[config.mk]
export PLATFORM = sky130hd
export DESIGN_NAME = mem_arbiter
export DESIGN_NICKNAME = d
export VERILOG_FILES = /design/src/rtl/mem_arbiter.sv
export SDC_FILE = /design/constraint.sdc
export NUM_CORES = 1
export LEC_CHECK = 0
export ABC_AREA = 0
export CORE_MARGIN = 2
export CORE_UTILIZATION = 43
export CTS_CLUSTER_SIZE = 16
export DETAILED_ROUTE_END_ITERATION = 8
export PLACE_DENSITY_LB_ADDON = 0.3
export RECOVER_POWER = 25
export SKIP_LAST_GASP = 1
export SLEW_MARGIN = 20
export SYNTH_ARGS = -nofsm -noshare
export SYNTH_HDL_FRONTEND = slang
export SYNTH_SLANG_ARGS = --single-unit
[constraint.sdc]
create_clock -name clk -period 2.36 [get_ports clk]
set_input_delay 0.472 -clock clk [delete_from_list [all_inputs] [get_ports clk]]
set_output_delay 0.472 -clock clk [all_outputs]
set_load 0.02 [all_outputs]
[src/rtl/mem_arbiter.sv]
// Two-port (fetch/data) arbiter onto one memory with fixed read latency.
// Define ARB_ROUND_ROBIN_EN to break ties round-robin instead of data-first.
module mem_arbiter #(
   parameter int LATENCY = 1
) (
   input  logic        clk,
   input  logic        reset,
   input  logic        i_req,
   input  logic [31:0] i_addr,
   output logic        i_done,
   output logic [31:0] i_rdata,
   input  logic        d_req,
   input  logic        d_we,
   input  logic [31:0] d_addr,
   input  logic [31:0] d_wdata,
   output logic        d_done,
   output logic [31:0] d_rdata,
   output logic        mem_en,
   output logic        mem_we,
   output logic [31:0] mem_addr,
   output logic [31:0] mem_wdata,
   input  logic [31:0] mem_rdata
);

   typedef enum logic [1:0] {S_IDLE, S_ACCESS, S_WAIT, S_RESP} state_t;

   state_t      r_state;
   state_t      w_next;
   logic        r_owner;      // 1 = data port owns the transaction
   logic        r_we;
   logic [31:0] r_addr;
   logic [31:0] r_wdata;
   logic [3:0]  r_cnt;
   logic [31:0] r_i_rdata;
   logic [31:0] r_d_rdata;
   logic        w_grant_d;

`ifdef ARB_ROUND_ROBIN_EN
   logic r_last_d;

   // On a tie, hand the bus to whoever did not have it last time.
   assign w_grant_d = d_req && (!i_req || !r_last_d);

   always_ff @(posedge clk) begin
      if (reset)
         r_last_d <= 1'b0;
      else if (r_state == S_IDLE && (i_req || d_req))
         r_last_d <= w_grant_d;
   end
`else
   assign w_grant_d = d_req;
`endif

   always_comb begin
      w_next    = r_state;
      mem_en    = 1'b0;
      mem_we    = 1'b0;
      mem_addr  = 32'd0;
      mem_wdata = 32'd0;
      i_done    = 1'b0;
      d_done    = 1'b0;
      case (r_state)
         S_IDLE:   if (i_req || d_req) w_next = S_ACCESS;
         S_ACCESS: begin
            w_next   = S_WAIT;
            mem_en   = 1'b1;
            mem_we   = r_we;
            mem_addr = r_addr;
            if (r_we) mem_wdata = r_wdata;
         end
         S_WAIT:   if (r_cnt == 4'd0) w_next = S_RESP;
         S_RESP: begin
            w_next = S_IDLE;
            i_done = !r_owner;
            d_done = r_owner;
         end
         default:  w_next = S_IDLE;
      endcase
   end

   // Request fields are latched at grant so a requester may drop mid-flight.
   always_ff @(posedge clk) begin
      if (reset) begin
         r_state   <= S_IDLE;
         r_owner   <= 1'b0;
         r_we      <= 1'b0;
         r_addr    <= 32'd0;
         r_wdata   <= 32'd0;
         r_cnt     <= 4'd0;
         r_i_rdata <= 32'd0;
         r_d_rdata <= 32'd0;
      end else begin
         r_state <= w_next;
         case (r_state)
            S_IDLE: if (i_req || d_req) begin
               r_owner <= w_grant_d;
               r_we    <= w_grant_d && d_we;
               r_addr  <= w_grant_d ? d_addr : i_addr;
               r_wdata <= w_grant_d ? d_wdata : 32'd0;
            end
            S_ACCESS: r_cnt <= 4'(LATENCY - 1);
            S_WAIT: begin
               if (r_cnt == 4'd0) begin
                  if (!r_owner)  r_i_rdata <= mem_rdata;
                  else if (!r_we) r_d_rdata <= mem_rdata;
               end else begin
                  r_cnt <= r_cnt - 4'd1;
               end
            end
            default: ;
         endcase
      end
   end

   assign i_rdata = r_i_rdata;
   assign d_rdata = r_d_rdata;

endmodule

==> results.json, run 1 <==
{
  "worstSetupStartpointType": "register",
  "diodes": 0,
  "path_cells": "inv_1 -> ha_2 -> buf_12 -> and2_1 -> dlygate4sd2_1",
  "fin_worst_skew_ns": 0.01007,
  "post-route-period-util_pct": 96.94,
  "final_common_cell": "clkdlybuf4s50_1",
  "drt_iter0_drc": 252,
  "ys_warn_count": 0,
  "grt_antenna_before_repair": 0,
  "fin_util_pct": 68.20,
  "hold_buffers": 0,
  "die_w_um": 123.3,
  "portBuffers": 264,
  "endpoint_kind": "primary output",
  "dp_hpwl_mm": 11.89,
  "cts_resized": 67,
  "whs_ns": 0.4520,
  "cts.sinks": 136,
  "clock_latency_ns": 0.42,
  "critPathLaunch": "r_state[1]",
  "dr.pass1.iters": 4,
  "synth_top_family_by_area": "simple AND/OR/NAND/NOR gates",
  "synth-seq-cells": 136,
  "grt_max_degree": 67,
  "netlist_area_mm2": 0.006120,
  "period_minus_slack_ns": 2.288,
  "ant_nets": 0,
  "hp-start": "r_wdata[4]",
  "syn2layout_area_growth_pct": 54.69,
  "setup_viol": 0,
  "syn_area_per_cell_um2": 9.329,
  "critPathMaxFanout": 44,
  "std_cell_rows": 43,
  "slowest_stage": "dlygate4sd2_1",
  "worstMarginPinSlew_ns": 0.7080,
  "synth_adder_area_share_pct": 1.227,
  "rsz0062_at_grt": "yes",
  "hold_violations": 0,
  "cts_made_buffers": 17,
  "synthTopCellsByArea": "dfxtp_1 (44%), mux2i_1 (16%), nand2b_1 (10%), a211oi_1 (4.2%), and2_1 (3.5%)",
  "hp-class": "register to register",
  "drc": 0,
  "route.vias.total": 5466,
  "ios": 265,
  "die_h_um": 123.3,
  "routedWlPerCell_um": 15.36,
  "r2r-start": "r_state[0]",
  "core-area_mm2": 0.01388,
  "placed_cell_area_mm2": 0.008887,
  "final_area_mm2": 0.009467,
  "synth_top_cell_by_area": "dfxtp_1",
  "die_area_mm2": 0.01520,
  "synth_mux_area_share_pct": 15.87,
  "h-tree-depth": 4,
  "yosys.area_share.simple_pct": 25.19,
  "start_util_pct": 44.09,
  "p_per_area_mw_per_mm2": 917.0,
  "n_fill_cell": 1085,
  "clkTransAtPathRegs_ns": 0.06,
  "grt-ovfl-total": 0,
  "yosysTopAreaCellShare_pct": 44.49,
  "status": "completed",
  "post_cts_buffers": 0,
  "routed_via_density": 5.010,
  "max_slew_margin_pct": 52.80,
  "synth_compound_gate_area_share_pct": 8.158,
  "grt_pass1_vias": 5419,
  "slew_viol_final": 0,
  "arrival_ns": 1.82,
  "grt_usage_pct": 21.82,
  "max-cap-violations": 0,
  "p_leak_nw": 3.980,
  "slowest_delay_ns": 0.36,
  "cts_tree": "done",
  "clock-root-buffer": "clkbuf_16",
  "ys_seq_area_share_pct": 44.49,
  "synthCells": 656,
  "wl_mm": 16.75,
  "worstSetupPathType": "register to primary output",
  "nets": 1037,
  "final_cell_mix": "clkdlybuf4s50_1 (196), dfxtp_1 (136), nand2b_1 (99), mux2i_1 (97), clkdlybuf4s15_1 (41)",
  "synth_xor_area_share_pct": 0.1431,
  "fmax_mhz": 437.1,
  "grt_pass1_wl_mm": 26.07,
  "ctsLongestPathBuffers": 2,
  "drive_above_1_share_pct": 6.696,
  "finalWeightedCongestion": 0.7666,
  "vdd_ir_drop_max_v": 0.0005156,
  "synth_nets": 795,
  "ys_types": 35,
  "required_ns": 1.89
}
-- per-layer routing --
metal	global-route usage, %	share of wire [%]	vias up
met4	9.091	2.7	0
met3	6.181	6.4	29
li1	-	-	2728
met2	39.46	53	176
met5	0	0	-
met1	23.77	38	2533
-- worst max-delay path, delay by kind of cell, from the launching register on --
family,cells,cell delay (ns)
flip-flops,1,0.35
AND/OR/NAND/NOR,1,0.14
buffers and inverters,3,0.67
adder cells (fa/ha/maj),1,0.23
-- per-stage QoR --
| stage | total power [mW] | setup TNS, ns | std cells | worst slack (ns) |
|---|---|---|---|---|
| 6_report | 8.681 | 0 | 1091 | 0.07224 |
| 5_1_grt | 9.124 | -0.007489 | 1091 | -0.007489 |
| 4_1_cts | 8.760 | 0 | 1091 | 0.04722 |
| 3_5_place_dp | 5.966 | 0 | 1059 | 0.1881 |
| 3_3_place_gp | 5.855 | 0 | 1059 | 0.2883 |
| 2_1_floorplan | 4.788 | 0 | 656 | 0.3908 |
-- cells by family (layout without fill, tap and decap cells) --
logic type                 Yosys count  after routing
xor gates and xnor gates             1              1
and+or+nand+nor                    276            276
DFF                                136            136
buffers and inverters               62            317
adders and majority gates            6              6
AOI/OAI and AO/OA                   78             78
muxes                               97             97
-- flip-flops by register name (all words and copies together) (netlist names) --
name     cells
r_addr      32
d_rdata     32
r_state      2
r_owner      1
r_we         1
r_wdata     32
r_cnt        4
i_rdata     32
-- report_power, final --
group / switching, mW / total [mW] / internal (mW)
clock network: 0.981 / 2.86 / 1.88
logic: 1.60 / 2.84 / 1.24
registers: 0.237 / 2.98 / 2.74
total: 2.82 / 8.68 / 5.86
-- path summary, 6_finish.rpt --
kind	slack, ns	cells past startpoint	to
worst max-delay path	0.07	5	mem_addr[28]
worst min-delay path	0.45	2	r_wdata[4]
worst max register to register	0.22	7	r_addr[17]
worst min register to register	0.45	2	r_wdata[4]
-- cells in the mapped netlist (all sizes together) --
cell type / instances
ha: 6
mux2i: 97
nand3: 34
and3: 32
nor3: 2
nor2b: 1
nand2b: 99
nor3b: 2
a211oi: 34
o211ai: 3
a21o: 1
nand4b: 1
nor2: 32
or3b: 1
nand2: 35
clkbuf: 34
or4: 1
o21a: 1
o21ai: 2
and2: 34
buf: 23
or3: 2
dfxtp: 136
a21oi: 36
inv: 5
a221oi: 1
xor2: 1
-- layout make-up --
| cell class | instances | area, um2 | area share, % |
|---|---|---|---|
| multi-input cells | 458 | 3098 | 32.73 |
| repair buffers | 280 | 2753 | 29.08 |
| flip-flops and latches | 136 | 2723 | 28.76 |
| clock buffers | 21 | 480.5 | 5.075 |
| well taps | 180 | 225.2 | 2.379 |
| clock inverters | 11 | 168.9 | 1.784 |
| inverters | 5 | 18.77 | 0.1983 |
(Power assumes the default switching activity.)
==> run 2, diff against run 1 <==
--- a/config.mk
+++ b/config.mk
@@ -5,9 +5,10 @@
 export SDC_FILE = /design/constraint.sdc
 export NUM_CORES = 1
 export LEC_CHECK = 0
-export ABC_AREA = 0
+export ABC_AREA = 1
 export CORE_MARGIN = 2
-export CORE_UTILIZATION = 43
+export CORE_UTILIZATION = 44
+export CTS_BUF_LIST = sky130_fd_sc_hd__clkbuf_4
 export CTS_CLUSTER_SIZE = 16
 export DETAILED_ROUTE_END_ITERATION = 8
 export PLACE_DENSITY_LB_ADDON = 0.3
==> results.json, run 2 <==
{
  "ys_seq_area_share_pct": 43.77,
  "routedWlPerCell_um": 11.69,
  "required_ns": 1.89,
  "p_leak_nw": 4.620,
  "slowest_stage": "dfxtp_2",
  "finalWeightedCongestion": 0.8475,
  "vdd_ir_drop_max_v": 0.0004812,
  "h-tree-depth": 4,
  "clkTransAtPathRegs_ns": 0.11,
  "ant_nets": 0,
  "die_h_um": 122.9,
  "cts.sinks": 136,
  "drt_iter0_drc": 328,
  "synthFlopType": "dfxtp_1",
  "period_minus_slack_ns": 2.253,
  "top_usage_layer": "met2",
  "netlist_area_mm2": 0.006221,
  "synth_edf_count": 0,
  "globalRouteMet2Util_pct": 36.36,
  "max-cap-violations": 0,
  "die_area_mm2": 0.01511,
  "wl_mm": 16.81,
  "setup_viol": 0,
  "grt_max_degree": 51,
  "arrival_ns": 1.78,
  "synth_top_cell_by_area": "dfxtp_1",
  "yosysTopAreaCellShare_pct": 43.77,
  "die_w_um": 122.9,
  "critPathMaxFanout": 16,
  "async_reset_ff_share_pct": 0,
  "synth-seq-cells": 136,
  "rsz0062_at_grt": "yes",
  "syn2layout_area_growth_pct": 48.87,
  "ctsLongestPathBuffers": 2,
  "cts_tree": "done",
  "slowest_delay_ns": 0.36,
  "p_total_mw": 8.286,
  "endpoint_kind": "primary output",
  "clock_latency_ns": 0.53,
  "hold_depth": 3,
  "max_slew_margin_pct": 43.66,
  "grt-ovfl-total": 0,
  "dp_cells": 1404,
  "final_cell_mix": "nand2_1 (279), nor2_1 (230), clkdlybuf4s50_1 (195), inv_1 (174), dfxtp_1 (134)",
  "cts_made_buffers": 17,
  "use_met1_pct": 26.39,
  "n_fill_cell": 1257,
  "ys_warn_count": 0,
  "critical_path_depth": 6,
  "layout_setup_ws_ns": 0.1073,
  "fin_cells": 1438,
  "diodes": 0,
  "grt_usage_pct": 21.94,
  "std_cell_rows": 43,
  "nets": 1384,
  "dp_hpwl_mm": 11.87,
  "post-route-period-util_pct": 95.45,
  "finalSetupTns_ns": 0,
  "portBuffers": 264,
  "grt_antenna_before_repair": 0,
  "status": "completed",
  "synthTopCellsByArea": "dfxtp_1 (44%), nand2_1 (17%), nor2_1 (14%), inv_1 (11%), o21ai_0 (4.7%)",
  "worstSetupStartpointType": "register",
  "ios": 265,
  "worstSetupPathType": "register to primary output",
  "grt_pass1_vias": 5633,
  "place_ws_ns": 0.2048,
  "worstMarginPinSlew_ns": 0.8450,
  "fin_worst_skew_ns": 0.01842,
  "whs_ns": 0.4068,
  "slew_viol_final": 0,
  "synthCells": 998,
  "rr_worst_depth": 7,
  "dr.pass1.iters": 4,
  "path_cells": "inv_2 -> ha_4 -> nand2_2 -> bufbuf_16 -> nor2_1 -> buf_2",
  "core-area_mm2": 0.01383,
  "ys_top_cells_by_count": "nand2_1 (280), nor2_1 (230), inv_1 (175)",
  "synth.most_common_cell": "nand2_1",
  "routed_via_density": 4.402,
  "synth_nets": 1137,
  "cpLargestDelayFamily": "buffers and inverters",
  "route.vias.total": 6330,
  "grt_pass1_wl_mm": 26.20,
  "final_common_cell": "nand2_1",
  "drc": 0,
  "p_per_area_mw_per_mm2": 894.7,
  "start_util_pct": 44.99,
  "drive_above_1_share_pct": 7.393,
  "met3_usage_pct": 6.688,
  "hold_buffers": 0,
  "syn_area_per_cell_um2": 6.233,
  "hold_violations": 0,
  "clock-root-buffer": "clkbuf_4",
  "fmax_mhz": 443.9,
  "hp-class": "primary input to register",
  "path_buf_inv": 3,
  "ys_types": 19
}
## run 2: changes by cell type in the layout (fill, tap and decap cells not counted), sizes merged, moves of 34 or more
cell    before  now
a211oi      34    0
and2        34    0
inv          5  177
mux2i       97    0
nand2       35  280
nand2b      99    0
nor2        32  232
o21ai        2   66
## run 2: repair_timing
action / in CTS / in global routing
hold endpoints to repair: 0 / 0
buffers inserted: 0 / 1
gates cloned: 1 / 0
resized for setup: 172 / 20
setup endpoints to repair: 67 / 60
## run 2: per-layer routing
layer	up-vias	share of wire, %
li1	3405	-
met1	2705	43
met2	196	47
met3	24	7.9
met4	0	2.0
met5	-	0
## run 2: kinds of logic after synthesis
logic type                 count (synthesis)  share of synthesized area (%)
buffers and inverters                    230                          14.48
DFF                                      136                          43.77
AOI/OAI and AO/OA                        106                          8.528
adders and majority gates                  6                          1.207
and+or+nand+nor                          520                          32.02
## run 2: path summary, 6_finish.rpt
kind         slack [ns]        start             to
min                0.41        d_req        r_owner
max                0.11   r_state[1]  mem_wdata[14]
max reg2reg        0.38   r_state[0]     i_rdata[3]
min reg2reg        0.47  r_wdata[26]    r_wdata[26]
## run 2: final cells by class
type	instances	area [um2]	area share (%)
clock buffer	18	135.1	1.459
clock inverter	14	181.4	1.959
inverter	177	664.4	7.174
multi-input combinational	632	2613	28.21
sequential	136	2725	29.42
tap	180	225.2	2.432
timing repair buffer	281	2718	29.34
## run 2: power breakdown
| part | switching [mW] | internal, mW | total (mW) |
|---|---|---|---|
| logic | 2.00 | 1.43 | 3.43 |
| clock network | 0.849 | 0.842 | 1.69 |
| registers | 0.313 | 2.85 | 3.16 |
| total | 3.17 | 5.12 | 8.29 |
## run 2: worst min-delay path, stage by stage
cell and delay (ns):
buf_2 0.21, nand2_1 0.14, a21oi_1 0.07
## run 2: per-stage QoR
step | area (um2) | util, %
after floorplan | 6221 | -
after global placement | 9021 | 65.24
after detailed placement | 9021 | 65.24
after CTS | 9235 | 66.79
after global routing | 9261 | 66.98
final | 9261 | 66.98
